## src/rtl/pc_stack.sv

```systemverilog
// pc_stack: program-counter sequencer with an internal return-address stack.
// All state advances on the falling edge of CLK. One action is chosen per edge
// in the order Stall > INTjmp (when no interrupt frame is live) > Ret > call >
// jmp > br > PCpp > hold; lower-priority strobes in the same cycle are dropped.
// Each stack entry carries a tag bit marking interrupt frames, so a return
// through that frame releases the interrupt lockout.

module pc_stack #(
    parameter int             AW      = 16,
    parameter int             OW      = 8,
    parameter int             DEPTH   = 8,
    parameter logic [AW-1:0]  RST_VEC = {AW{1'b0}}
) (
    input  logic                       CLK,
    input  logic                       RSTn,
    input  logic                       Stall,
    input  logic                       PCpp,
    input  logic                       jmp,
    input  logic                       br,
    input  logic                       call,
    input  logic                       Ret,
    input  logic                       INTjmp,
    input  logic                       ErrClr,
    input  logic [AW-1:0]              Imm,
    input  logic [AW-1:0]              Aint,
    input  logic [OW-1:0]              Off,
    output logic [AW-1:0]              ADDRout,
    output logic [AW-1:0]              TOS,
    output logic [$clog2(DEPTH+1)-1:0] SP,
    output logic                       Full,
    output logic                       Empty,
    output logic                       IntBusy,
    output logic                       Ovf,
    output logic                       Unf
);

    localparam int SPW = $clog2(DEPTH + 1);
    localparam int IW  = (DEPTH > 1) ? $clog2(DEPTH) : 1;
    localparam logic [SPW-1:0] SP_FULL = SPW'(DEPTH);

    // Architectural state
    logic [AW-1:0]  addr_r;
    logic [SPW-1:0] sp_r;
    logic           intbusy_r;
    logic           ovf_r;
    logic           unf_r;
    logic [AW:0]    stack_r [DEPTH];

    // Next-state and decode signals
    logic [AW-1:0]  addr_nxt_s;
    logic [SPW-1:0] sp_nxt_s;
    logic           intbusy_nxt_s;
    logic           ovf_set_s;
    logic           unf_set_s;
    logic           ovf_nxt_s;
    logic           unf_nxt_s;
    logic           wr_en_s;
    logic [AW:0]    wr_ent_s;
    logic [IW-1:0]  wr_idx_s;
    logic [IW-1:0]  tos_idx_s;
    logic [AW:0]    tos_ent_s;
    logic           full_s;
    logic           empty_s;
    logic           int_take_s;
    logic [AW-1:0]  off_ext_s;
    logic [AW-1:0]  addr_inc_s;

    assign full_s     = (sp_r == SP_FULL);
    assign empty_s    = (sp_r == {SPW{1'b0}});
    assign int_take_s = INTjmp & ~intbusy_r;
    assign off_ext_s  = {{(AW-OW){Off[OW-1]}}, Off};
    assign addr_inc_s = addr_r + AW'(1);

    // The write slot is the first free entry; the top entry sits one below it.
    assign wr_idx_s  = IW'(sp_r);
    assign tos_idx_s = IW'(sp_r - SPW'(1));
    assign tos_ent_s = stack_r[tos_idx_s];

    // Choose this cycle's single action and compute the resulting state.
    always_comb begin
        addr_nxt_s    = addr_r;
        sp_nxt_s      = sp_r;
        intbusy_nxt_s = intbusy_r;
        ovf_set_s     = 1'b0;
        unf_set_s     = 1'b0;
        wr_en_s       = 1'b0;
        wr_ent_s      = {(AW+1){1'b0}};

        if (Stall) begin
            addr_nxt_s = addr_r;
        end else if (int_take_s) begin
            // Interrupted address is saved unincremented so it re-executes.
            wr_ent_s      = {1'b1, addr_r};
            intbusy_nxt_s = 1'b1;
            addr_nxt_s    = Aint;
            if (full_s) begin
                ovf_set_s = 1'b1;
            end else begin
                wr_en_s  = 1'b1;
                sp_nxt_s = sp_r + SPW'(1);
            end
        end else if (Ret) begin
            if (empty_s) begin
                unf_set_s = 1'b1;
            end else begin
                addr_nxt_s = tos_ent_s[AW-1:0];
                sp_nxt_s   = sp_r - SPW'(1);
                if (tos_ent_s[AW]) begin
                    intbusy_nxt_s = 1'b0;
                end else begin
                    intbusy_nxt_s = intbusy_r;
                end
            end
        end else if (call) begin
            wr_ent_s   = {1'b0, addr_inc_s};
            addr_nxt_s = Imm;
            if (full_s) begin
                ovf_set_s = 1'b1;
            end else begin
                wr_en_s  = 1'b1;
                sp_nxt_s = sp_r + SPW'(1);
            end
        end else if (jmp) begin
            addr_nxt_s = Imm;
        end else if (br) begin
            addr_nxt_s = addr_r + off_ext_s;
        end else if (PCpp) begin
            addr_nxt_s = addr_inc_s;
        end else begin
            addr_nxt_s = addr_r;
        end
    end

    // A new error in the same cycle beats a clear; clears work even while stalled.
    assign ovf_nxt_s = ovf_set_s | (ovf_r & ~ErrClr);
    assign unf_nxt_s = unf_set_s | (unf_r & ~ErrClr);

    // Update PC, stack pointer, interrupt lockout and sticky error flags.
    always_ff @(negedge CLK or negedge RSTn) begin
        if (!RSTn) begin
            addr_r    <= RST_VEC;
            sp_r      <= {SPW{1'b0}};
            intbusy_r <= 1'b0;
            ovf_r     <= 1'b0;
            unf_r     <= 1'b0;
        end else begin
            addr_r    <= addr_nxt_s;
            sp_r      <= sp_nxt_s;
            intbusy_r <= intbusy_nxt_s;
            ovf_r     <= ovf_nxt_s;
            unf_r     <= unf_nxt_s;
        end
    end

    // Stack storage; contents are meaningless above SP so no reset is needed.
    always_ff @(negedge CLK) begin
        if (wr_en_s) begin
            stack_r[wr_idx_s] <= wr_ent_s;
        end
    end

    assign ADDRout = addr_r;
    assign SP      = sp_r;
    assign TOS     = empty_s ? {AW{1'b0}} : tos_ent_s[AW-1:0];
    assign Full    = full_s;
    assign Empty   = empty_s;
    assign IntBusy = intbusy_r;
    assign Ovf     = ovf_r;
    assign Unf     = unf_r;

endmodule

```

## config.mk

```make
export PLATFORM = sky130hd
export DESIGN_NAME = pc_stack
export DESIGN_NICKNAME = d
export VERILOG_FILES = /design/src/rtl/pc_stack.sv
export SDC_FILE = /design/constraint.sdc
export NUM_CORES = 1
export LEC_CHECK = 0
export CAP_MARGIN = 20
export CORE_ASPECT_RATIO = 1.1
export CORE_UTILIZATION = 60
export DETAILED_ROUTE_END_ITERATION = 10
export HOLD_SLACK_MARGIN = 0.02
export MAX_ROUTING_LAYER = met4
export PLACE_DENSITY = 0.89
export RECOVER_POWER = 50
export SYNTH_ARGS = -nofsm -noshare
export SYNTH_HDL_FRONTEND = slang
export SYNTH_SLANG_ARGS = --single-unit
```

## constraint.sdc

```tcl
create_clock -name CLK -period 7.25 [get_ports CLK]
set_clock_uncertainty 0.15 [all_clocks]
set_input_delay 1.8125 -clock CLK [delete_from_list [all_inputs] [get_ports CLK]]
set_output_delay 1.8125 -clock CLK [all_outputs]
set_load 0.01 [all_outputs]
```

==> impl_metrics.toml, run 1 <==
[clocking]
cts_root_buf = "clkbuf_16"
clock_sinks = 159
cts_made_buffers = 17
cts_buffer_depth = 2
cts_hold_buf = 0
ctsHtreeMaxLevel = 4

[synthesis]
synth_mux_area_frac = 0.117
synthAdderAreaFrac = 0.0291
synth-async-reset-ratio = 0.145
synthSimpleGateAreaFrac = 0.112
syn-num-nets = 760
ys.flop_type = "edfxtp_1"
synth.distinct_cells = 67
ys_ff_latch = 159
yosysSeqAreaShare = 0.552
syn_avg_cell_area_um2 = 12.2
synth_warnings = 0
synth_compound_area_frac = 0.130
synth_xor_area_frac = 0.0258
syn_area_um2 = 8440
synth_top_family_by_area = "compound AO/OA/AOI/OAI gates"
synth_cells = 691
synth_edf_count = 136

[outcome]
outcome = "stopped before the end"
error = "[ERROR GRT-0232] Routing congestion too high. Check the congestion heatmap in the GUI."
stop_stage = "global routing (5_1_grt)"

[global_routing]
grt_max_degree = 26
grt_usage = 1.07
grt.overflow.total = 1158

[timing]
worstEpCategory = "output port"
crit_endpoint = "TOS[13]"

[placed_design]
gp_congestion = 0.999
portBuffers = 90
dp.cells = 1092
dp_hpwl_mm = 18.4

[floorplanning]
die_w_um = 115
ioPinCount = 91
start_util = 0.614
rows = 45
die_y_um = 126
cells in the mapped netlist, drive strengths merged, types with 10 or more instances:
library cell  instances  share of area
ha                   18          0.027
o211ai               10         0.0089
nor3                 13         0.0090
nand2                54          0.024
buf                  21          0.014
dfrtn                23          0.068
o21ai                47          0.028
xnor2                17          0.018
and3                 10         0.0074
clkbuf               26          0.012
inv                  13         0.0058
a21oi                41          0.024
nor2                 76          0.034
mux2i                22          0.026
nand3                18          0.011
mux4                 34          0.091
edfxtp              136           0.48
stage by stage:
step / worst slack, ps / hold WS [ps] / instance area [µm²]
CTS: -687 / 308 / 12900
floorplan: -461 / 331 / 8630
detailed placement: -968 / 305 / 10900
global placement: -904 / 286 / 10900
per-layer routing:
metal | GRT usage | GRT overflow
met5 | - | -
met1 | 0.977 | 67
met2 | 1.27 | 803
met3 | 0.909 | 55
met4 | 1.14 | 233
logic make-up after synthesis:
group,count (synthesis)
and+or+nand+nor,205
AOI/OAI and AO/OA,166
DFF,159
buffers and inverters,62
muxes,56
xor gates and xnor gates,24
adders and majority gates,19
timing repair:
| action | in CTS |
|---|---|
| gates cloned | 6 |
| pin swaps | 27 |
| setup buffers | 72 |
| setup endpoints to repair | 239 |
| resized for setup | 173 |
==> run 2: changes to the inputs <==
Settings changed: CORE_ASPECT_RATIO 1.1 to not set, CORE_UTILIZATION 60 to 40, HOLD_SLACK_MARGIN 0.02 to not set, MAX_ROUTING_LAYER met4 to not set, PLACE_DENSITY 0.89 to not set, PLACE_DENSITY_LB_ADDON set to 0.15.
==> run 2 against run 1 <==
The flow now finishes, with violations (setup timing). Synthesized cell count unchanged. Synthesized area unchanged.
==> impl_metrics.toml, run 2 <==
[outcome]
outcome = "complete, but fails checks"
violations = "setup timing"

[floorplanning]
die-area_um2 = 21700
ioPinCount = 91
rows = 52
die_y_um = 147
start_util = 0.413
die_w_um = 147
fp.coreArea_um2 = 20400

[layout]
fill_cells = 1609
final_cell_mix = "buf_4, inv_1, edfxtp_1"
multi_input_area_um2 = 3850
regMostFlops = "stack_r"
fin_nets = 1193
final_common_cell = "buf_4"
diodes = 0
ff_latch_area_um2 = 4660
largest_reg_flops = 136
instances_no_fill = 1407
area_delta_synth_final_pct = 52.4
fin_area_um2 = 12900
layout-drive-gt1-share = 0.336

[clocking]
clock_latency_ps = 480
cts_buffer_depth = 2
ctsHtreeMaxLevel = 4
cts_made_buffers = 17
clock_sinks = 159
cts_root_buf = "clkbuf_16"
path_clk_slew_ps = 60
cts_tree = "yes"

[timing]
hold_viol_final = 0
hold_ws_ps = 304
slew_viol_final = 0
setup_ws_ps = -744
rsz0062_at_grt = "true"
slew_headroom = 0.00491
setup_viol = 98
worstMarginPinSlew_ps = 1490

[placed_design]
gp_congestion = 0.966
placed_area_um2 = 11100
dp.cells = 1179
dp_hpwl_mm = 18.0
portBuffers = 90

[hold_path]
hold_path.class = "reg -> reg"
hold_path_startpoint = "Ovf"

[synthesis]
synth_cells = 691
syn_avg_cell_area_um2 = 12.2
synth_edf_count = 136
synth_top_area_frac = 0.484
synth.distinct_cells = 67
ys_ff_latch = 159
ys.flop_type = "edfxtp_1"
yosysSeqAreaShare = 0.552
synth-async-reset-ratio = 0.145
syn-num-nets = 760
synth_area_leaders = "edfxtp_1, mux4_2, dfrtn_1"
synth_warnings = 0
synth.most_common_cell = "edfxtp_1"
yosys.area.top_type = "edfxtp_1"
synthTopCellsByCount = "edfxtp_1, nor2_1, nand2_1"
syn_area_um2 = 8440

[power_and_ir_drop]
p_leak_uw = 0.00553
cellPowerDensity_nw_per_um2 = 485
combPwrFrac = 0.609
p_seq_frac = 0.195
vdd_ir_drop_max_v = 0.000196
switchingPower_uw = 2430
intPower_uw = 3810
switching_share = 0.390
p_clk_frac = 0.196

[route]
dr.pass1.iters = 5
routed_wl_mm = 26.6
drt_iter0_markers = 495
wl_per_cell_um = 18.9
route.detailed.drc = 0
postRouteAntennaNets = 0
vias_per_cell = 5.34
dr_total_vias = 7512

[setup_path]
critPathMaxFanout = 6
crit-reg2reg-launch = "SP[0]"
cp-start-kind = "register"
crit_required_ps = 5290
critPathArrivalTime_ps = 6030
path_class = "reg -> out"
startpoint = "SP[0]"
endpoint_kind = "output port"

[global_routing]
antenna_found_initial = 0
met1_usage = 0.298
grt_usage = 0.252
grt_util_met3 = 0.0432
grt_pass1_vias = 7939
grt.overflow.total = 0
grt_max_degree = 26
grt_busiest_layer = "met2"
grt_pass1_wl_mm = 41.3
grt_util_met2 = 0.437

[job]
drv_cap = 0
-- run 2: cell counts after synthesis --
Identical to the previous run, type by type.
-- run 2: logic make-up after synthesis --
logic type | after synthesis | share of synthesized area
simple gates | 205 | 0.112
compound gates | 166 | 0.130
flops | 159 | 0.552
buf+inv | 62 | 0.0335
mux | 56 | 0.117
xor+xnor | 24 | 0.0258
fa+ha+maj | 19 | 0.0291
-- run 2: power groups by stage --
stage / clock network (µW) / registers (µW) / logic [µW]
after floorplan: 112 / 1290 / 1530
after global placement: 112 / 1230 / 3100
after detailed placement: 112 / 1230 / 3120
after CTS: 1250 / 1220 / 3720
after global routing: 1340 / 1220 / 4050
final: 1220 / 1210 / 3800
-- run 2: final timing paths --
path / endpoint / cells after the start / slack, ps
max: TOS[13] / 8 / -740
max in group asynchronous: ADDRout[6] / 2 / 400
min in group asynchronous: Unf / 2 / 5640
min: Ovf / 1 / 300
min reg2reg: Ovf / 1 / 300
max reg2reg: ADDRout[4] / 24 / 3240
-- run 2: layout make-up --
cell class	instances	share of cell area
inverters	13	0.00399
flip-flops and latches	159	0.362
multi-input cells	470	0.300
well taps	270	0.0263
clock buffers	17	0.0331
repair buffers	327	0.219
clock inverters	151	0.0553
-- run 2: routing by layer --
metal  share of wire  vias up
met4           0.026        0
met2            0.52      255
met3           0.049       43
met1            0.40     3680
li1                -     3534
met5               0        -
-- run 2: critical path, stage by stage, from the launching register on --
cell and delay [ps]:
dfrtn_1 520, buf_4 160, buf_6 140, buf_12 110
buf_12 110, mux4_2 540, mux2i_4 200, nor2_1 70
buf_2 140
-- run 2: timing repair --
action                     in CTS  in global routing
setup endpoints to repair      76                158
hold buffers                    0                  0
pin swaps                      24                 14
cloned                          2                  0
setup buffers                  49                 17
gates resized for setup       138                 35
-- run 2: per-stage QoR --
stage	total power (µW)	worst slack (ps)	setup TNS, ps	util
6_report	6240	-744	-12700	0.629
5_1_grt	6620	-803	-28250	0.629
4_1_cts	6200	-803	-11510	0.626
3_5_place_dp	4470	-964	-105720	0.542
3_3_place_gp	4440	-935	-101440	0.542
2_1_floorplan	2920	-461	-10050	-
(Power assumes the default switching activity.)
==> run 3: changes to the inputs <==
Settings changed: CORE_MARGIN set to 5, CTS_BUF_LIST set to sky130_fd_sc_hd__clkbuf_4 sky130_fd_sc_hd__clkbuf_8, SETUP_SLACK_MARGIN set to 0.5.
==> run 3 against run 2 <==
The run ends with capacitance limit, slew limit, setup timing left. Count of clock-buffer cells in the layout is the same. Routed wire length grew 41%. Global-route usage grew 2.0 points. Cell area grew 14%. Combinational power grew 28%. Utilization grew 7.1 points. Flip-flop and latch count is the same.
==> impl_metrics.toml, run 3 (synthesis gave the netlist of run 2 again) <==
[power_and_ir_drop]
p_leak_uw = 0.00627
vdd_ir_drop_max_v = 0.000293
cellPowerDensity_nw_per_um2 = 489

[setup_path]
endpoint_kind = "output port"
critPathArrivalTime_ps = 6180
startpoint = "SP[0]"
r2r_end = "stack_r[2][4]"
path_class = "reg -> out"
rrSetupSlack_ps = 60
reg2regPathDepth = 61
crit_required_ps = 5290
crit-reg2reg-launch = "SP[0]"
critPathMaxFanout = 5
cp-start-kind = "register"
endpoint = "TOS[5]"

[global_routing]
grt_usage = 0.272
grt_pass1_vias = 8835
antenna_found_initial = 0
grt_pass1_wl_mm = 50.1
grt_max_degree = 24
grt.overflow.total = 0

[outcome]
outcome = "complete, but fails checks"
violations = "capacitance limit, slew limit, setup timing"

[route]
dr.pass1.iters = 5
vias_per_cell = 5.69
route.detailed.drc = 0
dr_total_vias = 8591
wl_per_cell_um = 24.8
routed_wl_mm = 37.4
postRouteAntennaNets = 0
drt_iter0_markers = 765

[clocking]
ctsHtreeMaxLevel = 4
clock_latency_ps = 520
cts_buffer_depth = 2
clock_sinks = 159
cts_tree = "yes"
path_clk_slew_ps = 80
cts_root_buf = "clkbuf_8"
cts_made_buffers = 17

[floorplanning]
die_y_um = 155
die-area_um2 = 24100
ioPinCount = 91
start_util = 0.404
rows = 53
fp.coreArea_um2 = 20900
die_w_um = 155

[placed_design]
gp_congestion = 0.940
dp_hpwl_mm = 19.6
dp.cells = 1173
placed_area_um2 = 11400
portBuffers = 90

[timing]
setup_viol = 27
setup_ws_ps = -889
tns_ps = -13800
slew_headroom = -0.132
rsz0062_at_grt = "true"
slew_viol_final = 24
hold_viol_final = 0
worstMarginPinSlew_ps = 1700
hold_ws_ps = 309

[layout]
largest_reg_flops = 136
fin_nets = 1290
layout-drive-gt1-share = 0.454
regMostFlops = "stack_r"
area_delta_synth_final_pct = 73.5
final_cell_mix = "buf_4, inv_1, edfxtp_1"
final_common_cell = "buf_4"
diodes = 0
fin_area_um2 = 14600
instances_no_fill = 1509

[hold_path]
hold_path.class = "reg -> reg"

[job]
drv_cap = 1
-- run 3: layout make-up --
type                            instances  area, µm²
Tap cell                              275        344
Multi-Input combinational cell        471       4410
Clock inverter                        151        708
Clock buffer                           17        234
Fill cell                            1400       6250
Timing Repair Buffer                  423       4230
Sequential cell                       159       4660
Inverter                               13       55.1
-- run 3: through the flow --
step	utilization	total power, µW	setup slack (ps)
after floorplan	-	3070	-461
after global placement	0.546	4550	-950
after detailed placement	0.546	4590	-990
after CTS	0.670	6530	-768
after global routing	0.701	7500	-929
final	0.701	7160	-889
-- run 3: critical path: stages, from the launching register on --
cell and delay (ps):
dfrtn_1 500, buf_6 130, inv_4 30, ha_4 340, buf_12 140, buf_16 110, mux4_2 310, mux2i_1 210
buf_4 160, nor2_1 40, buf_2 140
-- run 3: timing repair --
action | CTS | global route
hold buffers | 0 | 0
pin swaps | 76 | 43
setup buffers | 127 | 22
endpoints found under the setup margin | 325 | 217
gates cloned | 9 | 11
resized for setup | 305 | 88
-- run 3: how the worst min path moves through the flow --
stage	from	end	cells after the start
after global routing	Unf	Unf	1
after CTS	Unf	Unf	1
final	Unf	Unf	1
after detailed placement	Unf	Unf	1
after global placement	Unf	Unf	1
after floorplan	Unf	Unf	1
-- run 3: routing by layer --
layer | share of wire | global-route usage | wire (µm)
met1 | 0.38 | 0.326 | 14000
met2 | 0.51 | 0.481 | 19000
met3 | 0.059 | 0.0495 | 2220
met4 | 0.058 | 0.118 | 2170
met5 | 0 | 0 | 0
-- run 3: power breakdown --
part | internal, µW | switching, µW | total [µW]
Clock | 380 | 695 | 1070
Sequential | 1160 | 66.5 | 1220
Combinational | 2640 | 2220 | 4860
==> run 4: changes to the inputs <==
Settings changed: PLACE_DENSITY set to 0.62, PLACE_DENSITY_LB_ADDON 0.15 to not set.
Clock period 7.25 ns to 10.1 ns, I/O delays scaled along.
==> run 4 against run 3 <==
The flow finishes with violations (setup timing). Hold slack gained 3.9 ps. Count of clock-buffer cells in the layout unchanged. First-iteration DRC count down 28%. Critical endpoint unchanged. Power down 38%. Cell area fell by 17%. Global-route usage down 3.7 points. Critical path type unchanged. Final cell count is 11% lower. Routed wire length is 24% lower. Critical path depth shrank 1. Utilization fell by 12 points.
==> impl_metrics.toml, run 4 (synthesis gave the netlist of run 2 again) <==
[timing]
setup_ws_ps = -12.3
hold_viol_final = 0
slew_viol_final = 0
tns_ps = -12.8
setup_viol = 2
slew_headroom = 0.00355
rsz0062_at_grt = "true"
worstMarginPinSlew_ps = 1490

[power_and_ir_drop]
totalPowerFinal_uw = 4420
switching_share = 0.410
p_leak_uw = 0.00510
switchingPower_uw = 1810
cellPowerDensity_nw_per_um2 = 365
vdd_ir_drop_max_v = 0.000152
intPower_uw = 2610
p_seq_frac = 0.215
p_clk_frac = 0.166
combPwrFrac = 0.619

[clocking]
cts_root_buf = "clkbuf_8"
cts_tree = "yes"
cts_buffer_depth = 2
clock_sinks = 159
clock_latency_ps = 510
cts_made_buffers = 17
ctsHtreeMaxLevel = 4
path_clk_slew_ps = 80

[floorplanning]
die_y_um = 155
die_w_um = 155
ioPinCount = 91
fp.coreArea_um2 = 20900
die-area_um2 = 24100
start_util = 0.404
rows = 53

[setup_path]
endpoint_kind = "output port"
path_class = "reg -> out"
rrSetupSlack_ps = 5770
critPathArrivalTime_ps = 7440
crit_required_ps = 7430
reg2regPathDepth = 28
critPathMaxFanout = 5
r2r_end = "ADDRout[7]"
crit-reg2reg-launch = "SP[0]"
cp-start-kind = "register"

[layout]
final_cell_mix = "inv_1, edfxtp_1, buf_4"
fin_nets = 1130
fin_area_um2 = 12100
diodes = 0
largest_reg_flops = 136
final_common_cell = "inv_1"
regMostFlops = "stack_r"
layout-drive-gt1-share = 0.267
area_delta_synth_final_pct = 43.6
instances_no_fill = 1349

[global_routing]
grt_pass1_wl_mm = 43.2
grt_pass1_vias = 7838
grt_max_degree = 26
grt_usage = 0.235
grt_util_met2 = 0.421
antenna_found_initial = 0
grt_busiest_layer = "met2"
grt.overflow.total = 0
met1_usage = 0.271
grt_util_met3 = 0.0456

[hold_path]
min_to = "Unf"
hold_depth = 1
hold_path.class = "reg -> reg"
hold_path_startpoint = "Unf"

[outcome]
outcome = "complete, but fails checks"
violations = "setup timing"

[route]
drt_iter0_markers = 552
wl_per_cell_um = 21.0
dr.pass1.iters = 5
postRouteAntennaNets = 0
vias_per_cell = 5.48
routed_wl_mm = 28.4
dr_total_vias = 7398
route.detailed.drc = 0

[placed_design]
dp.cells = 1097
gp_congestion = 0.920
dp_hpwl_mm = 17.8
placed_area_um2 = 10400
portBuffers = 90

[job]
drv_cap = 0
run 4: cell type report:
cell class	instances	area [µm²]
tap	275	344
inverter	13	53.8
timing repair buffer	264	2310
fill	1670	8780
sequential	159	4660
multi-input combinational	470	3800
clock inverter	151	714
clock buffer	17	234
run 4: metal layers:
layer | part of all wire | vias up
met5 | 0 | -
met4 | 0.037 | 0
met3 | 0.062 | 66
met2 | 0.53 | 325
met1 | 0.38 | 3595
li1 | - | 3412
run 4: worst max-delay path by stage:
stage	from	to	slack, ps	cells past startpoint
final	SP[0]	TOS[5]	-10	9
after global routing	SP[0]	TOS[5]	-90	9
after CTS	SP[0]	TOS[4]	-10	9
after detailed placement	Off[0]	ADDRout[12]	-240	9
after global placement	Off[0]	ADDRout[12]	-200	9
after floorplan	SP[0]	TOS[6]	250	10
run 4: worst max-delay path: stages (launching register included):
cell,delay (ps)
dfrtn_1,450
buf_12,130
inv_6,30
ha_4,340
buf_6,160
clkbuf_16,150
mux4_2,320
mux2i_4,210
nor2_2,40
buf_2,140
run 4: metrics by stage:
| stage | setup WS (ps) | util | hold WS [ps] |
|---|---|---|---|
| finish | -12.3 | 0.580 | 313 |
| global route | -85.5 | 0.580 | 314 |
| CTS | -12.9 | 0.579 | 301 |
| detailed placement | -242 | 0.496 | 296 |
| global placement | -204 | 0.496 | 288 |
| floorplan | 247 | - | 322 |
run 4: repair_timing:
item                                    in CTS  in global routing
endpoints found under the setup margin      32                 56
resized for setup                          114                 14
cloned                                       3                  2
pin swaps                                   15                 10
hold buffers                                 0                  0
buffers inserted                            75                  5
run 4: power groups by stage:
stage | combinational [µW] | clock, µW | sequential [µW]
2_1_floorplan | 1080 | 80.4 | 922
3_3_place_gp | 1860 | 80.4 | 950
3_5_place_dp | 1870 | 80.4 | 956
4_1_cts | 2570 | 736 | 943
5_1_grt | 2900 | 831 | 958
6_report | 2730 | 735 | 949
